--- src/rtl/nms_sequencer.sv ---
// -----------------------------------------------------------------------------
// nms_sequencer
//
// Frame-level sequencer for the edge-detector window datapath. It steps the
// processing anchor across the image in WINDOW_W-wide steps, row by row. For
// each step it waits for the line memory to present the window, then pulses
// anchor_moving for one cycle. It collects every stage's completion pulse
// before moving the anchor on. A watchdog bounds the time spent waiting for
// the stages.
//
// Ports
//   clk            rising-edge clock
//   n_rst          asynchronous active-low reset
//   start          single-cycle request to process one frame (accepted in IDLE)
//   abort          cancel the current frame; overrides every other transition
//   mem_ready      line memory holds the window at (anchor_x, anchor_y)
//   stage_final    per-stage completion pulses (bit 0 blur, 1 gradient, 2 NMS)
//   anchor_moving  one-cycle pulse: stages load a new window
//   anchor_x/y     coordinates of the current window
//   busy           a frame is in progress
//   frame_done     one-cycle pulse after the last window completes
//   timeout_err    sticky stage-timeout flag, cleared by the next accepted start
// -----------------------------------------------------------------------------
`timescale 1ns / 1ps

module nms_sequencer #(
  parameter int IMAGE_WIDTH  = 640,
  parameter int IMAGE_HEIGHT = 480,
  parameter int WINDOW_W     = 12,
  parameter int NUM_STAGES   = 3,
  parameter int TIMEOUT      = 255,
  // A one-row or one-column image still needs a 1-bit coordinate port.
  localparam int XW  = (IMAGE_WIDTH  > 1) ? $clog2(IMAGE_WIDTH)  : 1,
  localparam int YW  = (IMAGE_HEIGHT > 1) ? $clog2(IMAGE_HEIGHT) : 1,
  localparam int WDW = $clog2(TIMEOUT + 1)
) (
  input  logic                  clk,
  input  logic                  n_rst,
  input  logic                  start,
  input  logic                  abort,
  input  logic                  mem_ready,
  input  logic [NUM_STAGES-1:0] stage_final,
  output logic                  anchor_moving,
  output logic [XW-1:0]         anchor_x,
  output logic [YW-1:0]         anchor_y,
  output logic                  busy,
  output logic                  frame_done,
  output logic                  timeout_err
);

  typedef enum logic [2:0] {
    S_IDLE,
    S_FETCH,
    S_MOVE,
    S_PROCESS,
    S_ADVANCE,
    S_DONE
  } state_t;

  state_t                  state;
  state_t                  state_next;
  logic [NUM_STAGES-1:0]   done_mask;
  logic [WDW-1:0]          wdog;

  logic [NUM_STAGES-1:0]   mask_merged;
  logic                    all_done;
  logic [XW:0]             x_next_ext;
  logic                    row_end;
  logic                    last_row;
  logic                    wdog_expired;

  // A final arriving in the completing cycle counts toward completion.
  assign mask_merged  = done_mask | stage_final;
  assign all_done     = &mask_merged;

  // One bit wider than anchor_x so the row-end test cannot wrap; a partial
  // last window is still issued because the test happens after the step.
  assign x_next_ext   = {1'b0, anchor_x} + (XW+1)'(WINDOW_W);
  assign row_end      = (x_next_ext >= (XW+1)'(IMAGE_WIDTH));
  assign last_row     = (anchor_y == YW'(IMAGE_HEIGHT - 1));

  // True in the PROCESS cycle whose increment brings the count to TIMEOUT,
  // so at most TIMEOUT cycles are spent waiting for the stages.
  assign wdog_expired = (({1'b0, wdog} + (WDW+1)'(1)) >= (WDW+1)'(TIMEOUT));

  always_comb begin
    // NOTE: state_next is assigned a default before any branch, so every path
    // through this block drives it and no latch is inferred.
    state_next = state;
    case (state)
      S_IDLE:    if (start) state_next = S_FETCH;
      S_FETCH:   if (mem_ready) state_next = S_MOVE;
      S_MOVE:    state_next = S_PROCESS;
      S_PROCESS: begin
        if (all_done)          state_next = S_ADVANCE;
        else if (wdog_expired) state_next = S_IDLE;
      end
      S_ADVANCE: state_next = (row_end && last_row) ? S_DONE : S_FETCH;
      S_DONE:    state_next = S_IDLE;
      default:   state_next = S_IDLE;
    endcase
    // abort wins over completion, timeout and start alike.
    if (abort) state_next = S_IDLE;
  end

  // Outputs are registered from state_next, so each one lines up with the
  // state it describes and none has a combinational path from an input.
  always_ff @(posedge clk or negedge n_rst) begin
    if (!n_rst) begin
      state         <= S_IDLE;
      done_mask     <= '0;
      wdog          <= '0;
      anchor_x      <= '0;
      anchor_y      <= '0;
      anchor_moving <= 1'b0;
      busy          <= 1'b0;
      frame_done    <= 1'b0;
      timeout_err   <= 1'b0;
    end else begin
      // NOTE: every register here uses non-blocking assignment so all updates
      // see the pre-edge values and simulation matches the synthesized flops.
      state         <= state_next;
      anchor_moving <= (state_next == S_MOVE);
      busy          <= (state_next != S_IDLE);
      frame_done    <= (state_next == S_DONE);

      case (state)
        S_IDLE: begin
          if (start && !abort) begin
            anchor_x    <= '0;
            anchor_y    <= '0;
            done_mask   <= '0;
            timeout_err <= 1'b0;
          end
        end
        S_MOVE: begin
          // Finals seen in the MOVE cycle belong to no window and are dropped.
          done_mask <= '0;
          wdog      <= '0;
        end
        S_PROCESS: begin
          done_mask <= mask_merged;
          wdog      <= wdog + WDW'(1);
          if (!all_done && wdog_expired && !abort) timeout_err <= 1'b1;
        end
        S_ADVANCE: begin
          if (!abort) begin
            if (row_end) begin
              anchor_x <= '0;
              if (!last_row) anchor_y <= anchor_y + YW'(1);
            end else begin
              anchor_x <= x_next_ext[XW-1:0];
            end
          end
        end
        default: ;
      endcase
    end
  end

endmodule

--- config.mk ---
export PLATFORM = sky130hd
export DESIGN_NAME = nms_sequencer
export DESIGN_NICKNAME = d
export VERILOG_FILES = /design/src/rtl/nms_sequencer.sv
export SDC_FILE = /design/constraint.sdc
export NUM_CORES = 1
export LEC_CHECK = 0
export ABC_AREA = 1
export BUFFER_PORTS_ARGS = -buffer_cell sky130_fd_sc_hd__clkbuf_2
export CAP_MARGIN = 20
export CORE_MARGIN = 2
export CORE_UTILIZATION = 39
export CTS_CLUSTER_SIZE = 28
export DETAILED_ROUTE_END_ITERATION = 8
export GPL_TIMING_DRIVEN = 1
export SLEW_MARGIN = 10
export SYNTH_ARGS = -nofsm -noshare
export SYNTH_HDL_FRONTEND = slang
export SYNTH_SLANG_ARGS = --single-unit
--- constraint.sdc ---
create_clock -name clk -period 2 [get_ports clk]
set_input_delay 0.3 -clock clk [delete_from_list [all_inputs] [get_ports clk]]
set_output_delay 0.3 -clock clk [all_outputs]
set_load 0.005 [all_outputs]
Word level (Yosys, flattened, before mapping):

Index checks and enable logic that the tools add are counted.

* eq/ne operators: 12
* $lt $le $gt $ge: 2
* multiplexer cells: 22
* bitwise operators: 1
* reductions and logical operators: 17
* add/sub/neg operators: 4

Operators with widths (number)
* $mux 9: 4
* $mux 10: 3
* $mux 3: 7
* $pmux 10 s2: 1
* $pmux 9 s2: 1
* $pmux 8 s2: 1
* $pmux 3 s5: 1
* $add 10x4->11 const B: 1
* $ge 11x10->1 const B: 1
* $ne 2x2->1 const B: 5
* $add 8x1->9 const B: 1
* $add 9x1->9 const B: 1
* $eq 3x2->1 const B: 3
* $eq 9x9->1 const B: 1
* $ge 9x8->1 const B: 1
* $pmux 3 s3: 1
* $reduce_and 3->1: 3
* $add 8x1->8 const B: 1
* $eq 3x3->1 const B: 2
* $reduce_bool 2->1: 3
* $reduce_bool 3->1: 2
* $reduce_and 5->1: 1
* $logic_and 1x1->1: 4
* $eq 3x1->1 const B: 1
* other kinds (6): 8

* input bits: 8
* flip-flop bits (word level): 37
* output and inout port bits: 23
* logic and storage cells: 67

Depth between registers and ports, before layout:

Gate-level depths: netlist (run 1).

* word-level depth: 7
* gate-level depth with buffers: 16
* depth with buffers taken out: 16

Worst setup path before layout (run 1):

OpenSTA, ideal clock, no wires.

* kind: reg2reg
* start point: reg anchor_x[2]
* end point: reg anchor_y[6]
* library setup time: 0.117 ns
* required time: 1.883 ns
* path slack: 0.209 ns
* clock period less this slack: 1.791 ns
* cell stages (with the launch flop): 17
* path buffers: 0
* arrival time: 1.674 ns
* path through: dfrtp_1 > inv_1 > ha_1 > inv_1 > nand3_1 > nor2_1 > nand2_1 > nand2_1 > nand2_1 > nand3_1 > nand2_1 > nand2_2 > inv_1 > nand2_4 > nand2_8 > nand2_1 > nand2_1

* cells in the longest elaborated chain, start to end: 4

RTL lines
* from (decl): line 44 `output logic [XW-1:0] anchor_x,`
* from (signal assigned): line 152 `anchor_x <= x_next_ext[XW-1:0];`
* $add 10x4->11: line 78 `assign x_next_ext = {1'b0, anchor_x} + (XW+1)'(WINDOW_W);`
* $ge 11x10->1: line 79 `assign row_end = (x_next_ext >= (XW+1)'(IMAGE_WIDTH));`
* $ne 2x2->1 (no line)
* $reduce_and 5->1 (no line)
* to (signal assigned): line 150 `if (!last_row) anchor_y <= anchor_y + YW'(1);`
* to (decl): line 45 `output logic [YW-1:0] anchor_y,`

Every way passes these cells.
A chain may end at the register's enable or synchronous reset.

Worst setup path in the final report (run 1):

Ends and elaborated chain as after synthesis.

==> run_results.csv, run 1 <==
group,metric,value,unit
pwr,powerDensity,583,mW/mm^2
drt,firstDrtPassIters,4,
clock_network,cts_made_buffers,5,
pwr,vdd_ir_drop_max,327,uV
timing,finalCriticalPeriod,1.84,ns
synthesis,yosysSeqAreaShare,0.426,
clock_network,clk_pin_slew_worst_paths,0.07,ns
global_route,grt_pass1_wl,7.38,mm
clock_network,cts_root_buffer,"clkbuf_8",
synthesis,async_flop_share,1.00,
layout,final_nets,330,
drt,antenna_left,0,
timing,hold_ws,0.0455,ns
layout,design_area,0.00242,sq mm
synthesis,synthFlopType,"dfrtp_1",
global_route,antenna_found_initial,0,
synthesis,synth-seq-cells,35,
placed_design,place.gp.congestion,0.831,
critical_path,worstPathCellList,"inv_1, ha_1, inv_1, nand3_2, nor2_4, nand2_1, nand2_1, nand2_1, nand3_1, nand2_1, nand2_2, inv_1, nand2_4, nand2_8, nand2_1, nand2_1",
placed_design,dp_hpwl,3.23,mm
placed_design,postPlaceCellArea,0.00230,sq mm
floorplanning,die-height,76.6,um
drt,routed_wl,4.30,mm
layout,drive_gt1_frac,0.202,
critical_path,cpMaxStageDelayCell,"dfrtp_1",
global_route,grt_start_max_net_pins,36,
clock_network,cts_num_sinks,35,
layout,fillers,530,
critical_path,required,2.18,ns
critical_path,arrival,2.02,ns
timing,drv_slew,0,
critical_path,crit_buf_inv,3,
critical_path,reg2reg_depth,16,
critical_path,crit_fanout,9,
floorplanning,die_x,76.6,um
critical_path,path_common_cell,"nand2_1",
synthesis,synth_cell_types,29,
clock_network,clk_latency,0.28,ns
clock_network,htree_num_levels,2,
hold_path,hold_class,"in2async",
critical_path,cp-start-kind,"flop",
timing,setup_ws,0.161,ns
drt,via_per_inst,4.76,
pwr,p_leak,1.23,nW
synthesis,synth_top_area_frac,0.426,
placed_design,port_buffers,28,
floorplanning,initial_core_util,0.403,
global_route,grt_overflow_total,0,
drt,drt_iter0_drc,133,
global_route,grt_pass1_vias,1691,
critical_path,path_delay_family,"simple AND/OR/NAND/NOR gates",
layout,syn2layout_area_growth,17.5,%
drt,vias,1844,
layout,diodes,0,
placed_design,dp_slack,0.0681,ns
critical_path,critPathMaxStageDelay,0.35,ns
clock_network,clockBufferDepth,2,
timing,setup_viol,0,
floorplanning,dieArea,0.00587,sq mm
global_route,grt_util_all_layers,0.155,
floorplanning,fp-row-count,26,
pwr,power.total,0.00141,W
timing,max_freq,544,MHz
timing,layout_worst_path_cycle_share,0.920,
job,maxCapViolCount,0,
floorplanning,fp.coreArea,0.00511,sq mm
timing,hold_viol,0,
synthesis,yosys-top-cells-area,"dfrtp_1 (43%), nand2_1 (14%), nand3_1 (7.3%), inv_1 (6.9%), nor2_1 (4.9%)",
floorplanning,io_pins,31,
synthesis,syn_area,0.00206,sq mm
synthesis,syn_inst,276,
synthesis,ys_top_cells_by_count,"nand2_1 (76), inv_1 (38), dfrtp_1 (35)",
clock_network,tritoncts,"done",
synthesis,synth.most_common_cell,"nand2_1",
critical_path,cp.depth,16,
critical_path,path_class,"reg2reg",
timing,fin_worst_skew,0.00557,ns
clock_network,hold_buffers,0,
drt,wire_per_inst,11.1,um
synthesis,synth-edff-count,0,
critical_path,end_kind,"flop",
synthesis,yosys.area.top_type,"dfrtp_1",
run_status,outcome,"finished, final reports clean",
drt,drc,0,
synthesis,ys_warn_count,0,
synthesis,syn_avg_cell_area,7.45,sq um
[path summary, 6_finish.rpt]
path / slack, ns / from / endpoint
worst min-delay path: 0.05 / n_rst / anchor_moving
max in group asynchronous: 1.63 / n_rst / anchor_y[3]
worst min register to register: 0.51 / done_mask[1] / done_mask[1]
worst max-delay path: 0.16 / anchor_x[2] / anchor_y[6]
min in group clk: 0.31 / stage_final[0] / done_mask[0]
worst max register to register: 0.16 / anchor_x[2] / anchor_y[6]
[sequential cells by signal (all words and copies together) (netlist names)]
register       count
anchor_y           9
anchor_moving      1
timeout_err        1
done_mask          3
busy               1
state              3
anchor_x           8
wdog               8
frame_done         1
[cell type report]
class | count | area [sq um] | area share
multi-input cells | 196 | 1010 | 0.417
flip-flops and latches | 35 | 876 | 0.363
repair buffers | 37 | 208 | 0.0860
inverters | 43 | 164 | 0.0678
well taps | 70 | 87.6 | 0.0363
clock buffers | 6 | 72.6 | 0.0300
[power by group]
part / internal, W / switching, W
logic: 0.0000625 / 0.000116
clock network: 0.000232 / 0.000245
registers: 0.000732 / 0.0000206
total: 0.00103 / 0.000382
[cell families after synthesis]
kind of cell	synth area share
fa+ha+maj	0.0243
xor+xnor	0.0298
other cells	0.00182
simple gates	0.361
compound gates	0.0633
buf+inv	0.0943
flops	0.426
[through the flow]
stage	utilization	TNS, ns	cells
6_report	0.473	0	387
5_1_grt	0.473	-0.0434	387
4_1_cts	0.464	0	383
3_5_place_dp	0.450	0	377
3_3_place_gp	0.450	0	377
2_1_floorplan	-	0	277
[timing repair]
action	CTS	global route
setup buffers	0	4
gates resized for setup	0	5
setup endpoints to repair	0	18
[metal layers]
metal / vias up / track usage / share of wire
met5: - / 0 / 0
met4: 0 / 0.0436 / 0.0070
met3: 3 / 0.0379 / 0.032
met2: 32 / 0.255 / 0.47
met1: 858 / 0.203 / 0.49
li1: 951 / - / -
[cell usage in the layout, fill, tap and decap left out, drive strengths merged]
cell type	count
clkbuf	34
nor3	3
buf	9
or3	1
nor2	34
xor2	5
xnor2	2
a21oi	5
ha	4
and2	1
o21ai	16
conb	2
or2	1
nand2	81
nand3	30
o22ai	4
nand4	7
inv	43
dfrtp	35
(Power assumes the default switching activity.)
==> run 2: changes to the inputs <==
Settings changed: CORE_MARGIN 2 to 3, RECOVER_POWER from default to 50.
==> run 2 against run 1 <==
Global-route usage is 0.42 points higher. Maximum frequency rose by 1.7%. Final area grew 1.7%. Sequential power is essentially flat. Die area up 5.3%. Worst hold slack better by 0.25 ns.
==> run_results.csv, run 2 (synthesis results as in run 1) <==
group,metric,value,unit
layout,reg.largest.list,"anchor_y: 9 flops, anchor_x: 8 flops, wdog: 8 flops",
pwr,intPower,0.00103,W
global_route,antenna_found_initial,0,
floorplanning,die_x,78.6,um
clock_network,cts_made_buffers,5,
layout,top_register,"anchor_y",
placed_design,port_buffers,28,
timing,drv_slew,0,
timing,fin_worst_skew,0.00593,ns
global_route,grt_start_max_net_pins,19,
critical_path,crit_fanout,9,
global_route,grt_overflow_total,0,
layout,final_cell_mix,"nand2_1 (74), inv_1 (35), dfrtp_1 (35)",
global_route,grt_util_all_layers,0.159,
critical_path,critPathMaxStageDelay,0.37,ns
layout,diodes,0,
clock_network,tritoncts,"done",
critical_path,required,2.18,ns
floorplanning,die-height,78.6,um
placed_design,dp_cells,374,
timing,max_freq,553,MHz
critical_path,arrival,1.99,ns
pwr,clkPwrFrac,0.351,
drt,via_per_inst,4.78,
run_status,outcome,"finished, final reports clean",
clock_network,clk_latency,0.29,ns
timing,setup_viol,0,
placed_design,dp_slack,0.0420,ns
job,maxCapViolCount,0,
drt,drt_iter0_drc,126,
layout,largest_reg_flops,9,
clock_network,cts_root_buffer,"clkbuf_8",
placed_design,dp_hpwl,3.34,mm
critical_path,path_common_cell,"nand2_1",
clock_network,htree_num_levels,2,
layout,final_common_cell,"nand2_1",
floorplanning,fp.coreArea,0.00491,sq mm
layout,multi_input_area,0.00102,sq mm
clock_network,clockBufferDepth,2,
drt,firstDrtPassIters,4,
layout,syn2layout_area_growth,19.5,%
floorplanning,io_pins,31,
floorplanning,fp-row-count,25,
clock_network,clk_pin_slew_worst_paths,0.08,ns
critical_path,path_class,"reg2reg",
timing,finalCriticalPeriod,1.81,ns
timing,hold_ws,0.292,ns
timing,hold_viol,0,
drt,antenna_left,0,
pwr,p_leak,1.24,nW
pwr,pwr-share-seq,0.525,
layout,drive_gt1_frac,0.224,
timing,max-slew-margin-rel,0.338,
pwr,vdd_ir_drop_max,417,uV
pwr,pwr-share-comb,0.123,
critical_path,end_kind,"flop",
critical_path,cp-start-kind,"flop",
global_route,grt_pass1_vias,1724,
timing,layout_worst_path_cycle_share,0.904,
pwr,p_switching,0.000405,W
layout,seq_area,876,sq um
layout,fillers,503,
pwr,powerDensity,584,mW/mm^2
layout,final_nets,333,
timing,rsz0062_at_grt,"yes",
drt,wire_per_inst,11.4,um
drt,drc,0,
timing,worstMarginPinSlew,0.993,ns
timing,fin_setup_tns,0,ns
layout,stdcell_count,389,
drt,vias,1861,
floorplanning,dieArea,0.00618,sq mm
timing,setup_ws,0.191,ns
placed_design,place.gp.congestion,0.804,
critical_path,cpMaxStageDelayCell,"dfrtp_1",
drt,routed_wl,4.45,mm
clock_network,cts_num_sinks,35,
floorplanning,initial_core_util,0.419,
critical_path,worstPathCellList,"inv_1, ha_1, inv_2, nand3_2, nor2_4, nand2_1, nand2_1, nand2_1, nand3_1, nand2_1, nand2_2, inv_2, nand2_4, nand2_8, nand2_1, nand2_1",
pwr,sw_frac_of_total,0.282,
hold_path,hold_class,"in2reg",
global_route,grt_pass1_wl,7.81,mm
run 2: through the flow:
step                       util  total power, W  area (sq um)
final                     0.500         0.00144          2460
after global routing      0.500         0.00152          2460
after CTS                 0.488         0.00145          2400
after detailed placement  0.469        0.000940          2300
after global placement    0.469        0.000935          2300
after floorplan               -        0.000882          2060
run 2: what timing repair did:
| action | CTS | global route |
|---|---|---|
| hold endpoints to repair | 17 | 0 |
| resized for setup | 0 | 14 |
| hold buffers | 1 | 0 |
| setup endpoints to repair | 0 | 25 |
| setup buffers | 0 | 6 |
run 2: worst paths after layout:
path	cells after the start	slack (ns)	start	to
max	16	0.19	anchor_x[3]	anchor_y[1]
min	3	0.29	stage_final[0]	done_mask[0]
max reg2reg	16	0.19	anchor_x[3]	anchor_y[1]
min reg2reg	2	0.52	done_mask[0]	done_mask[0]
max in group asynchronous	3	0.30	n_rst	done_mask[1]
min in group asynchronous	2	0.69	n_rst	state[0]
run 2: area by class of cell:
type,instances,area share
Timing Repair Buffer,40,0.0916
Multi-Input combinational cell,196,0.416
Clock buffer,5,0.0280
Clock inverter,3,0.00611
Inverter,43,0.0677
Sequential cell,35,0.356
Tap cell,67,0.0341
run 2: power by group through the flow:
stage | Clock (W) | Combinational [W] | Sequential, W
3_5_place_dp | 0 | 0.000172 | 0.000768
6_report | 0.000504 | 0.000177 | 0.000754
3_3_place_gp | 0 | 0.000169 | 0.000766
2_1_floorplan | 0 | 0.000118 | 0.000763
5_1_grt | 0.000559 | 0.000207 | 0.000758
4_1_cts | 0.000522 | 0.000174 | 0.000753
run 2: per-layer routing:
metal,GRT usage,vias up,part of all wire
li1,-,966,-
met1,0.213,847,0.49
met2,0.251,42,0.46
met3,0.0356,6,0.040
met4,0.0577,0,0.015
met5,0,-,0
run 2: worst max-delay path: cells and delay by family (launching register included):
family                   cells  cell delay (ns)
AND/OR/NAND/NOR             12             0.96
flip-flops                   1             0.37
buffers and inverters        3             0.18
adder cells (fa/ha/maj)      1             0.18
==> run 3: changes to the inputs <==
Settings changed: CORE_MARGIN 3 to 2, CORE_UTILIZATION 39 to 45, PLACE_DENSITY from default to 0.65.
==> run 3 against run 2 <==
Wire length decreased by 5.8%. Sequential power about the same. Final area decreased by 0.41%. Worst setup slack about the same. Register-to-register slack about the same. Largest power group unchanged.
==> run_results.csv, run 3 (synthesis results as in run 1) <==
group,metric,value,unit
floorplanning,initial_core_util,0.469,
clock_network,htree_num_levels,2,
critical_path,reg2reg_slack,0.19,ns
placed_design,dp_slack,0.0193,ns
timing,setup_ws,0.191,ns
drt,wire_per_inst,11.3,um
pwr,p_leak,1.24,nW
pwr,sw_frac_of_total,0.260,
job,maxCapViolCount,0,
floorplanning,die_x,71.6,um
clock_network,cts_root_buffer,"clkbuf_8",
pwr,powerDensity,608,mW/mm^2
timing,finalCriticalPeriod,1.81,ns
pwr,intPower,0.00110,W
global_route,grt_start_max_net_pins,36,
global_route,grt_pass1_vias,1660,
layout,multi_input_area,0.00104,sq mm
pwr,clkPwrFrac,0.378,
placed_design,port_buffers,28,
drt,firstDrtPassIters,4,
drt,routed_wl,4.19,mm
global_route,antenna_found_initial,0,
timing,fin_worst_skew,0.00439,ns
clock_network,tritoncts,"done",
layout,final_nets,331,
layout,drive_gt1_frac,0.213,
critical_path,cp-start-kind,"flop",
timing,setup_viol,0,
critical_path,path_class,"reg2reg",
pwr,pwr-share-comb,0.115,
clock_network,clk_pin_slew_worst_paths,0.07,ns
layout,final_common_cell,"nand2_1",
timing,hold_ws,0.202,ns
layout,diodes,0,
layout,top_register,"anchor_y",
timing,max-slew-margin-rel,0.423,
layout,stdcell_count,372,
floorplanning,fp.coreArea,0.00438,sq mm
timing,drv_slew,0,
drt,antenna_left,0,
placed_design,dp_cells,359,
critical_path,crit_fanout,8,
layout,final_cell_mix,"nand2_1 (76), inv_1 (35), dfrtp_1 (35)",
layout,reg.largest.list,"anchor_y: 9 flops, anchor_x: 8 flops, wdog: 8 flops",
floorplanning,die-height,71.6,um
critical_path,end_kind,"flop",
pwr,p_switching,0.000387,W
timing,max_freq,553,MHz
pwr,power.total,0.00149,W
floorplanning,io_pins,31,
clock_network,cts_made_buffers,5,
floorplanning,dieArea,0.00513,sq mm
layout,seq_area,876,sq um
timing,worstMarginPinSlew,0.866,ns
drt,drt_iter0_drc,136,
hold_path,hold_class,"in2async",
global_route,grt_util_all_layers,0.178,
drt,drc,0,
clock_network,hold_buffers,0,
global_route,grt_pass1_wl,7.22,mm
pwr,pwr-share-seq,0.507,
clock_network,cts_num_sinks,35,
run_status,outcome,"finished, final reports clean",
clock_network,clockBufferDepth,2,
clock_network,clk_latency,0.28,ns
timing,rsz0062_at_grt,"no",
global_route,grt_overflow_total,0,
critical_path,arrival,1.98,ns
timing,layout_worst_path_cycle_share,0.904,
timing,hold_viol,0,
layout,syn2layout_area_growth,19.0,%
drt,vias,1796,
placed_design,place.gp.congestion,0.828,
layout,largest_reg_flops,9,
timing,fin_setup_tns,0,ns
placed_design,dp_hpwl,3.01,mm
layout,fillers,417,
pwr,vdd_ir_drop_max,365,uV
floorplanning,fp-row-count,24,
drt,via_per_inst,4.83,
critical_path,required,2.17,ns
[run 3: critical path: stages (launching register included)]
cell and delay (ns):
dfrtp_1 0.36, inv_1 0.05, ha_1 0.19, inv_2 0.08, nand3_4 0.08, nor2_4 0.14, nand2_1 0.07, nand2_1 0.06
nand2_1 0.05, nand3_1 0.07, nand2_1 0.06, nand2_2 0.11, inv_2 0.08, nand2_8 0.10, nand2_4 0.08, nand2_1 0.06
nand2_1 0.05
[run 3: worst paths after layout]
path,start,end,cells past startpoint
max,anchor_x[2],anchor_y[0],16
min,n_rst,done_mask[0],2
max reg2reg,anchor_x[2],anchor_y[0],16
min reg2reg,done_mask[1],done_mask[1],2
max in group asynchronous,n_rst,wdog[0],2
min in group clk,stage_final[0],done_mask[0],3
[run 3: power groups by stage]
stage / sequential (W) / combinational, W / clock [W]
2_1_floorplan: 0.000763 / 0.000118 / 0
3_3_place_gp: 0.000766 / 0.000166 / 0
3_5_place_dp: 0.000766 / 0.000170 / 0
4_1_cts: 0.000753 / 0.000170 / 0.000582
5_1_grt: 0.000758 / 0.000199 / 0.000619
6_report: 0.000755 / 0.000171 / 0.000563
[run 3: per-layer routing]
metal,share of wire,vias up,global-route usage
met1,0.50,803,0.241
met5,0,-,0
li1,-,957,-
met4,0.0098,0,0.0440
met2,0.46,31,0.285
met3,0.037,5,0.0492
[run 3: layout make-up]
type                    count  share of cell area
clock buffers               8              0.0409
multi-input cells         197               0.425
well taps                  52              0.0266
inverters                  43              0.0670
repair buffers             37              0.0823
flip-flops and latches     35               0.358
[run 3: what timing repair did]
| action | in CTS | in global routing |
|---|---|---|
| pin swaps | 0 | 3 |
| buffers inserted | 0 | 4 |
| endpoints found under the setup margin | 2 | 19 |
| resized for setup | 1 | 10 |
| gates cloned | 0 | 1 |
[run 3: metrics by stage]
step | util | cell area [sq um]
after floorplan | - | 2060
after global placement | 0.519 | 2270
after detailed placement | 0.519 | 2270
after CTS | 0.542 | 2380
after global routing | 0.558 | 2450
final | 0.558 | 2450
